===== config.mk =====
export PLATFORM = sky130hd
export DESIGN_NAME = ctrl_seq_flat
export DESIGN_NICKNAME = d
export VERILOG_FILES = /design/src/rtl/ctrl_seq_pkg.sv /design/src/rtl/ctrl_seq_if.sv /design/src/rtl/ctrl_seq_hold_reg.sv /design/src/rtl/ctrl_seq.sv /design/src/flat_wrapper.sv
export SDC_FILE = /design/constraint.sdc
export NUM_CORES = 1
export LEC_CHECK = 0
export ABC_CLOCK_PERIOD_IN_PS = 2290
export CORE_ASPECT_RATIO = 0.8
export CORE_MARGIN = 2
export CORE_UTILIZATION = 40
export DETAILED_ROUTE_END_ITERATION = 10
export PLACE_DENSITY = 0.68
export SYNTH_ARGS = -nofsm -noshare
export SYNTH_HDL_FRONTEND = slang
export SYNTH_SLANG_ARGS = --single-unit

===== constraint.sdc =====
create_clock -name clk -period 2.29 [get_ports clk]
set_input_delay 0.458 -clock clk [delete_from_list [all_inputs] [get_ports clk]]
set_output_delay 0.458 -clock clk [all_outputs]
set_load 0.05 [all_outputs]

===== src/rtl/ctrl_seq_pkg.sv =====
// ctrl_seq_pkg
//   Shared constants for the host-side sequencer:
//   - FSM state encodings (3-bit legacy-compatible codes)
//   - bit positions inside the 8-bit status word
package ctrl_seq_pkg;

   localparam logic [2:0] S_IDLE  = 3'd0;
   localparam logic [2:0] S_CLR   = 3'd1;
   localparam logic [2:0] S_SHIFT = 3'd2;
   localparam logic [2:0] S_PRES  = 3'd3;
   localparam logic [2:0] S_GUARD = 3'd4;
   localparam logic [2:0] S_WAIT  = 3'd5;
   localparam logic [2:0] S_FIN   = 3'd6;

   // status = {job_cnt[3:0], 1'b0, hold_valid, ovf, active}
   localparam int unsigned STAT_ACTIVE  = 0;
   localparam int unsigned STAT_OVF     = 1;
   localparam int unsigned STAT_HOLD    = 2;
   localparam int unsigned STAT_JOB_LSB = 4;

endpackage


===== src/rtl/ctrl_seq_if.sv =====
// ctrl_seq_if
//   Bundles the sequencer's host/engine signals.
//   master : host side (drives data_in, in, rd_en, busy, ack)
//   slave  : sequencer side (drives in_rdy, tx, acc, clear, sel, out, done, status)
interface ctrl_seq_if #(
   parameter int unsigned DATA_W = 8,
   parameter int unsigned SEL_W  = 4
);
   logic [DATA_W-1:0] data_in;
   logic              in;
   logic              in_rdy;
   logic              rd_en;
   logic              busy;
   logic              ack;
   logic              tx;
   logic              acc;
   logic              clear;
   logic [SEL_W-1:0]  sel;
   logic              out;
   logic              done;
   logic [7:0]        status;

   modport master (
      output data_in, in, rd_en, busy, ack,
      input  in_rdy, tx, acc, clear, sel, out, done, status
   );

   modport slave (
      input  data_in, in, rd_en, busy, ack,
      output in_rdy, tx, acc, clear, sel, out, done, status
   );
endinterface


===== src/rtl/ctrl_seq_hold_reg.sv =====
// ctrl_hold_reg
//   One-entry holding buffer for a received word.
//   clk, nRst  : clock / async active-low reset (empties the buffer)
//   push       : store push_data, mark valid
//   pop        : release the entry (push wins if both are asserted)
//   data/valid : stored word and occupancy flag
module ctrl_hold_reg #(
   parameter int unsigned DATA_W = 8
) (
   input  logic              clk,
   input  logic              nRst,
   input  logic              push,
   input  logic              pop,
   input  logic [DATA_W-1:0] push_data,
   output logic [DATA_W-1:0] data,
   output logic              valid
);

   always_ff @(posedge clk or negedge nRst) begin
      if (!nRst) begin
         valid <= 1'b0;
         data  <= '0;
      end else if (push) begin
         valid <= 1'b1;
         data  <= push_data;
      end else if (pop) begin
         valid <= 1'b0;
      end
   end

endmodule


===== src/rtl/ctrl_seq.sv =====
// ctrl_seq
//   Sequencer between the UART receive path and the accumulator engine.
//   Per job: one clear cycle, DATA_W serial bits MSB-first (acc=1), then
//   optionally walks sel over N_OUT slots pulsing out, gated by busy.
//   clk, nRst : clock / async active-low reset
//   bus       : ctrl_seq_if slave (word input, handshakes, engine outputs, status)
module ctrl_seq
   import ctrl_seq_pkg::*;
#(
   parameter int unsigned DATA_W = 8,
   parameter int unsigned N_OUT  = 16,
   parameter int unsigned SEL_W  = 4
) (
   input  logic       clk,
   input  logic       nRst,
   ctrl_seq_if.slave  bus
);

   localparam int unsigned BIT_W = $clog2(DATA_W + 1);

   logic [2:0]        state;
   logic [DATA_W-1:0] shreg;
   logic [BIT_W-1:0]  bitcnt;
   logic [SEL_W-1:0]  sel_q;
   logic              job_rd;
   logic              tx_q;
   logic              ovf;
   logic [3:0]        job_cnt;

   logic              hold_valid;
   logic [DATA_W-1:0] hold_data;
   logic              accept, drop, push, pop, start;
   logic [DATA_W-1:0] start_word;

   // A word is taken only while the buffer is empty; in IDLE a buffered
   // word has priority and a fresh one goes straight to the engine.
   always_comb begin
      accept     = bus.in && !hold_valid;
      drop       = bus.in && hold_valid;
      pop        = (state == S_IDLE) && hold_valid;
      push       = accept && (state != S_IDLE);
      start      = (state == S_IDLE) && (hold_valid || accept);
      start_word = hold_valid ? hold_data : bus.data_in;
   end

   ctrl_hold_reg #(.DATA_W(DATA_W)) u_hold (
      .clk       (clk),
      .nRst      (nRst),
      .push      (push),
      .pop       (pop),
      .push_data (bus.data_in),
      .data      (hold_data),
      .valid     (hold_valid)
   );

   always_ff @(posedge clk or negedge nRst) begin
      if (!nRst) begin
         state   <= S_IDLE;
         shreg   <= '0;
         bitcnt  <= '0;
         sel_q   <= '0;
         job_rd  <= 1'b0;
         tx_q    <= 1'b0;
         job_cnt <= '0;
      end else begin
         case (state)
            S_IDLE: if (start) begin
               state  <= S_CLR;
               shreg  <= start_word;
               job_rd <= bus.rd_en;
            end
            // tx is registered one cycle ahead so it holds the last bit after SHIFT.
            S_CLR: begin
               state  <= S_SHIFT;
               bitcnt <= '0;
               tx_q   <= shreg[DATA_W-1];
               shreg  <= shreg << 1;
            end
            S_SHIFT: begin
               if (bitcnt == BIT_W'(DATA_W - 1)) begin
                  state <= job_rd ? S_PRES : S_FIN;
               end else begin
                  bitcnt <= bitcnt + 1'b1;
                  tx_q   <= shreg[DATA_W-1];
                  shreg  <= shreg << 1;
               end
            end
            S_PRES:  state <= S_GUARD;
            S_GUARD: state <= S_WAIT;
            S_WAIT: if (!bus.busy) begin
               if (sel_q == SEL_W'(N_OUT - 1)) begin
                  state <= S_FIN;
               end else begin
                  sel_q <= sel_q + 1'b1;
                  state <= S_PRES;
               end
            end
            S_FIN: begin
               job_cnt <= job_cnt + 1'b1;
               sel_q   <= '0;
               state   <= S_IDLE;
            end
            default: state <= S_IDLE;
         endcase
      end
   end

   // Sticky overflow; a drop in the same cycle as ack keeps it set.
   always_ff @(posedge clk or negedge nRst) begin
      if (!nRst) begin
         ovf <= 1'b0;
      end else if (drop) begin
         ovf <= 1'b1;
      end else if (bus.ack) begin
         ovf <= 1'b0;
      end
   end

   always_comb begin
      bus.status                         = '0;
      bus.status[STAT_ACTIVE]            = (state != S_IDLE);
      bus.status[STAT_OVF]               = ovf;
      bus.status[STAT_HOLD]              = hold_valid;
      bus.status[STAT_JOB_LSB +: 4]      = job_cnt;
   end

   assign bus.in_rdy = !hold_valid;
   assign bus.tx     = tx_q;
   assign bus.acc    = (state == S_SHIFT);
   assign bus.clear  = (state == S_CLR);
   assign bus.out    = (state == S_PRES);
   assign bus.done   = (state == S_FIN);
   assign bus.sel    = sel_q;

endmodule


===== src/flat_wrapper.sv =====
// flat-port wrapper written by rule: the top's interface ports become plain ports
module ctrl_seq_flat import ctrl_seq_pkg::*;
#(
   parameter int unsigned DATA_W = 8,
   parameter int unsigned N_OUT  = 16,
   parameter int unsigned SEL_W  = 4
)
  (clk, nRst, bus_data_in, bus_in, bus_rd_en, bus_busy, bus_ack, bus_in_rdy, bus_tx, bus_acc, bus_clear, bus_sel, bus_out, bus_done, bus_status);
  ctrl_seq_if #(.DATA_W(DATA_W), .SEL_W(SEL_W)) bus_i ();
  input  logic clk;
  input  logic nRst;
  input wire logic [$bits(bus_i.data_in)-1:0] bus_data_in;
  input wire logic [$bits(bus_i.in)-1:0] bus_in;
  input wire logic [$bits(bus_i.rd_en)-1:0] bus_rd_en;
  input wire logic [$bits(bus_i.busy)-1:0] bus_busy;
  input wire logic [$bits(bus_i.ack)-1:0] bus_ack;
  output wire logic [$bits(bus_i.in_rdy)-1:0] bus_in_rdy;
  output wire logic [$bits(bus_i.tx)-1:0] bus_tx;
  output wire logic [$bits(bus_i.acc)-1:0] bus_acc;
  output wire logic [$bits(bus_i.clear)-1:0] bus_clear;
  output wire logic [$bits(bus_i.sel)-1:0] bus_sel;
  output wire logic [$bits(bus_i.out)-1:0] bus_out;
  output wire logic [$bits(bus_i.done)-1:0] bus_done;
  output wire logic [$bits(bus_i.status)-1:0] bus_status;
  assign bus_i.data_in = bus_data_in;
  assign bus_i.in = bus_in;
  assign bus_i.rd_en = bus_rd_en;
  assign bus_i.busy = bus_busy;
  assign bus_i.ack = bus_ack;
  assign bus_in_rdy = bus_i.in_rdy;
  assign bus_tx = bus_i.tx;
  assign bus_acc = bus_i.acc;
  assign bus_clear = bus_i.clear;
  assign bus_sel = bus_i.sel;
  assign bus_out = bus_i.out;
  assign bus_done = bus_i.done;
  assign bus_status = bus_i.status;
  ctrl_seq #(.DATA_W(DATA_W), .N_OUT(N_OUT), .SEL_W(SEL_W)) u_core (.clk(clk), .nRst(nRst), .bus(bus_i));
endmodule

---- Word level (Yosys, flattened, before mapping) ----
Index checks and enable logic that the tools add are counted.
word-level totals
  bits in registers ....................... 35
  output and inout bits ................... 18
  logic and storage cells ................. 66
operators by class
  $add $sub $neg .......................... 3
  equality and inequality tests ........... 13
  muxes and demuxes ....................... 21
  reduce and logical (&&, ||, !) cells .... 19
operators with widths
  kind                 count
  $mux 8               3
  $pmux 8 s3           1
  $pmux 3 s6           1
  $pmux 4 s2           2
  $mux 3               5
  $add 4x1->4 const B  3
  $mux 4               3
  $eq 3x3->1 const B   3
  $reduce_and 3->1     3
  $reduce_bool 2->1    4
  $eq 3x2->1 const B   2
  $ne 2x2->1 const B   3
  $reduce_bool 3->1    2
  $logic_and 1x1->1    5
  $mux 1               5
  $eq 4x3->1 const B   1
  $eq 4x4->1 const B   1
  $ne 2x1->1 const B   2
  $reduce_and 2->1     2
  $eq 3x1->1 const B   1
  $logic_not 3->1      1
  $pmux 1 s2           1
  $logic_not 1->1      1
  $logic_or 1x1->1     1

---- Logic depth before layout (Yosys ltp) ----
  word-level depth ........................ 6
  mapped depth ............................ 6
  mapped depth without buffers ............ 5

---- Hierarchy ----
From an unflattened synthesis, not the netlist that was laid out.
unflattened totals
  cell total of the unflattened synthesis .. 173
  area total of the unflattened synthesis .. 1859.3 um^2
modules (own cells, without submodules)
  module         instances  cells each  area each (um^2)  seq. area each (um^2)
  ctrl_seq       1          153         1490.2            650.6
  ctrl_hold_reg  1          20          369.1             225.2

---- Worst setup path before layout ----
OpenSTA, ideal clock, no wires.
  path type ............................... register to register
  start point ............................. register u_core.state[1]
  end point ............................... register u_core.bitcnt[2]
  arrival time ............................ 1735 ps
  required time ........................... 2161 ps
  setup slack ............................. 426 ps
  cell stages (with the launch flop) ...... 6
  path through ............................ dfrtp_1 > buf_4 > nor3b_2 > a21oi_1 > o21ai_0 > o21ai_0
between the ends
  cells in the longest elaborated chain, start to end .. 3
  elaborated cells between the ends (all ways) .. 6
  classes of those cells .................. eq/ne: 3; mux: 1; reduce/logical: 2
ends and longest elaborated chain
  item                                RTL line            RTL
  from (decl)                         ctrl_seq.sv:21      logic [2:0] state;
  from (signal assigned)              ctrl_seq.sv:81      state <= job_rd ? S_PRES : S_FIN;
  $eq 3x1->1 *                        n/a
  via bus_clear                       flat_wrapper.sv:20  output wire logic [$bits(bus_i.clear)-1:0] bus_clear;
  $reduce_bool 2->1 (no source line)  n/a
  $reduce_and 2->1 (no source line)   n/a
  to (signal assigned)                ctrl_seq.sv:83      bitcnt <= bitcnt + 1'b1;
  to (decl)                           ctrl_seq.sv:23      logic [BIT_W-1:0] bitcnt;
The timed path passes the listed nets; every way through them passes the cells marked *.
A chain may end at the register's enable or synchronous reset.

---- Final worst setup path ----
  start point ............................. register u_core.state[2]
  end point ............................... output bus_done
between the ends
  cells in the longest elaborated chain, start to end .. 1
ends and longest elaborated chain
  item        RTL line            RTL
  $eq 3x3->1  ctrl_seq.sv:132     assign bus.done = (state == S_FIN);
  to (decl)   flat_wrapper.sv:23  output wire logic [$bits(bus_i.done)-1:0] bus_done;
No other way between the ends.

==> flow_summary.json <==
{
  "async_reset_ff_frac": 1.00,
  "num_rows": 22,
  "grt.total_usage": 0.154,
  "viasPerCell": 5.00,
  "pin_count": 32,
  "arrival_ns": 1.56,
  "critPathKind": "reg2out",
  "cellLeakagePower_nw": 1.07,
  "min_period_ns": 2.02,
  "dieWidth_um": 80.0,
  "worst_pin_slew_ns": 0.592,
  "cp-end-kind": "output port",
  "avgSynthCellArea_sq_um": 11.5,
  "synthMuxAreaShare": 0.217,
  "dp_hpwl_mm": 2.45,
  "cts_sinks": 35,
  "firstDrtPassIters": 4,
  "synth_flop_cell": "dfrtp_1",
  "cts_tree": "yes",
  "die_area_sq_um": 5190,
  "worstSkewPairLatency_ns": 0.28,
  "synth_seq_cells": 35,
  "post_cts_buffers": 0,
  "rsz0062_at_grt": "no",
  "drive_above_1_share": 0.219,
  "grt_pass1_wl_mm": 6.19,
  "syn_to_final_growth_pct": 23.3,
  "max_slew_margin": 0.605,
  "netlist_instances": 161,
  "synth_area_leader_cell": "dfrtp_1",
  "final.setup.tns_ns": 0,
  "hold_viol": 0,
  "fin_cells": 252,
  "holdBufCountCts": 0,
  "overflow": 0,
  "antenna_cells": 0,
  "synthSimpleGateAreaFrac": 0.150,
  "layout.nets": 208,
  "vdd_drop_max_v": 0.000728,
  "core_sq_um": 4510,
  "antenna_found_initial": 0,
  "synth_warnings": 0,
  "first_global_vias": 1397,
  "wl_per_cell_um": 13.3,
  "synth_edf_count": 0,
  "fin_area_sq_um": 2280,
  "dpl-instance-area_sq_um": 2200,
  "layout_commonest_cell": "dfrtp_1",
  "synth_top_family_by_area": "multiplexers",
  "synth-adder-area-share": 0.0203,
  "die_y_um": 64.8,
  "hp-class": "reg2reg",
  "startpoint_type": "flip-flop",
  "cts_buffers": 5,
  "cts_resized": 0,
  "cap_violations": 0,
  "h-tree-depth": 2,
  "setup_viol": 0,
  "ant_nets": 0,
  "dr_total_vias": 1259,
  "drv_slew": 0,
  "seq_area_frac_synth": 0.474,
  "synth_top_area_frac": 0.474,
  "initial_utilization": 0.410,
  "synth_nets": 178,
  "grt_max_degree": 36,
  "finClkSkew_ns": 0.00468,
  "place_inst": 244,
  "yosys-top-cells-area": "dfrtp_1 47%, mux2_2 12%, mux2i_1 7.0%",
  "max_freq_ghz": 0.496,
  "power_density_nw_per_um2": 1520,
  "drt-total-wl_mm": 3.36,
  "status": "completed",
  "first_iter_violations": 46,
  "crit_fanout": 15,
  "required_ns": 1.83,
  "drc": 0,
  "synthXorXnorAreaFrac": 0.0237,
  "final_cell_mix": "35 x dfrtp_1, 23 x clkdlybuf4s50_1, 19 x mux2_2, 13 x nand2_1, 13 x mux2i_1",
  "synth_compound_area_frac": 0.0568,
  "yosysUniqueCellTypes": 37,
  "gp_congestion": 0.883,
  "root_buffer": "clkbuf_8",
  "fin_crit_sh": 0.880,
  "port_buffers": 30,
  "cts.reportedPaths.clkPinSlew_ns": 0.07,
  "clockBufferDepth": 2,
  "syn_area_sq_um": 1850
}
## report_power, final
group / internal (W) / total [W] / switching [W]
Sequential: 0.000899 / 0.00119 / 0.000291
Combinational: 0.000878 / 0.00185 / 0.000967
Clock: 0.000213 / 0.000422 / 0.000208
## worst paths after layout
check / startpoint / to / cells after the start / slack [ns]
worst max-delay path: u_core.state[2] / bus_done / 3 / 0.27
worst min-delay path: u_core.job_cnt[3] / u_core.job_cnt[3] / 1 / 0.48
worst max register to register: u_core.bitcnt[0] / u_core.shreg[2] / 5 / 0.39
worst min register to register: u_core.job_cnt[3] / u_core.job_cnt[3] / 1 / 0.48
max in group asynchronous: nRst / u_core.bitcnt[2] / 2 / 1.39
min in group asynchronous: nRst / u_core.job_cnt[3] / 2 / 0.59
## metal layers
layer	vias up	global-route usage	part of all wire
met5	-	0	0
met4	0	0.0742	0.021
met3	7	0.0418	0.032
met2	26	0.251	0.48
met1	613	0.190	0.46
li1	613	-	-
## logic make-up after synthesis
group / after synthesis
xor gates and xnor gates: 5
other: 1
and+or+nand+nor: 45
muxes: 36
adders and majority gates: 3
buffers and inverters: 18
AOI/OAI and AO/OA: 18
DFF: 35
## critical path, cell delays in order (launching register included)
cell	delay, ns
dfrtp_1	0.72
nand3b_1	0.17
inv_1	0.22
buf_12	0.17
## through the flow
| step | setup WS, ns | power, W | hold slack, ns | utilization |
|---|---|---|---|---|
| floorplan | 0.426 | 0.00261 | 0.162 | - |
| global placement | 0.239 | 0.00298 | 0.463 | 0.487 |
| detailed placement | 0.204 | 0.00306 | 0.470 | 0.487 |
| CTS | 0.266 | 0.00350 | 0.488 | 0.505 |
| global route | 0.122 | 0.00372 | 0.506 | 0.505 |
| finish | 0.274 | 0.00346 | 0.476 | 0.505 |
## cells in the mapped netlist, types with 2 or more instances
cell type	count
dfrtp_1	35
mux2_2	19
mux2i_1	13
nand2_1	13
inv_1	9
o21ai_0	8
buf_4	6
nor2_1	6
a21oi_1	5
nand2b_1	5
xnor2_1	4
and3_1	3
ha_1	3
mux2_4	3
nand3_1	3
nor2b_1	3
buf_6	2
nand4_1	2
## sequential cells by signal, indices dropped and copies added, names as in the netlist
signal	count
u_core.job_rd	1
u_core.shreg	8
u_core.state	3
u_core.bitcnt	4
u_core.bus.tx	1
u_core.u_hold.valid	1
u_core.u_hold.data	8
u_core.bus.sel	4
u_core.ovf	1
u_core.job_cnt	4
## final cells by class
type,instances,area (sq um)
Multi-Input combinational cell,108,867
Inverter,9,33.8
Tap cell,60,75.1
Clock inverter,1,5.00
Clock buffer,7,76.3
Fill cell,411,2230
Timing Repair Buffer,32,348
Sequential cell,35,876
(Power assumes the default switching activity.)
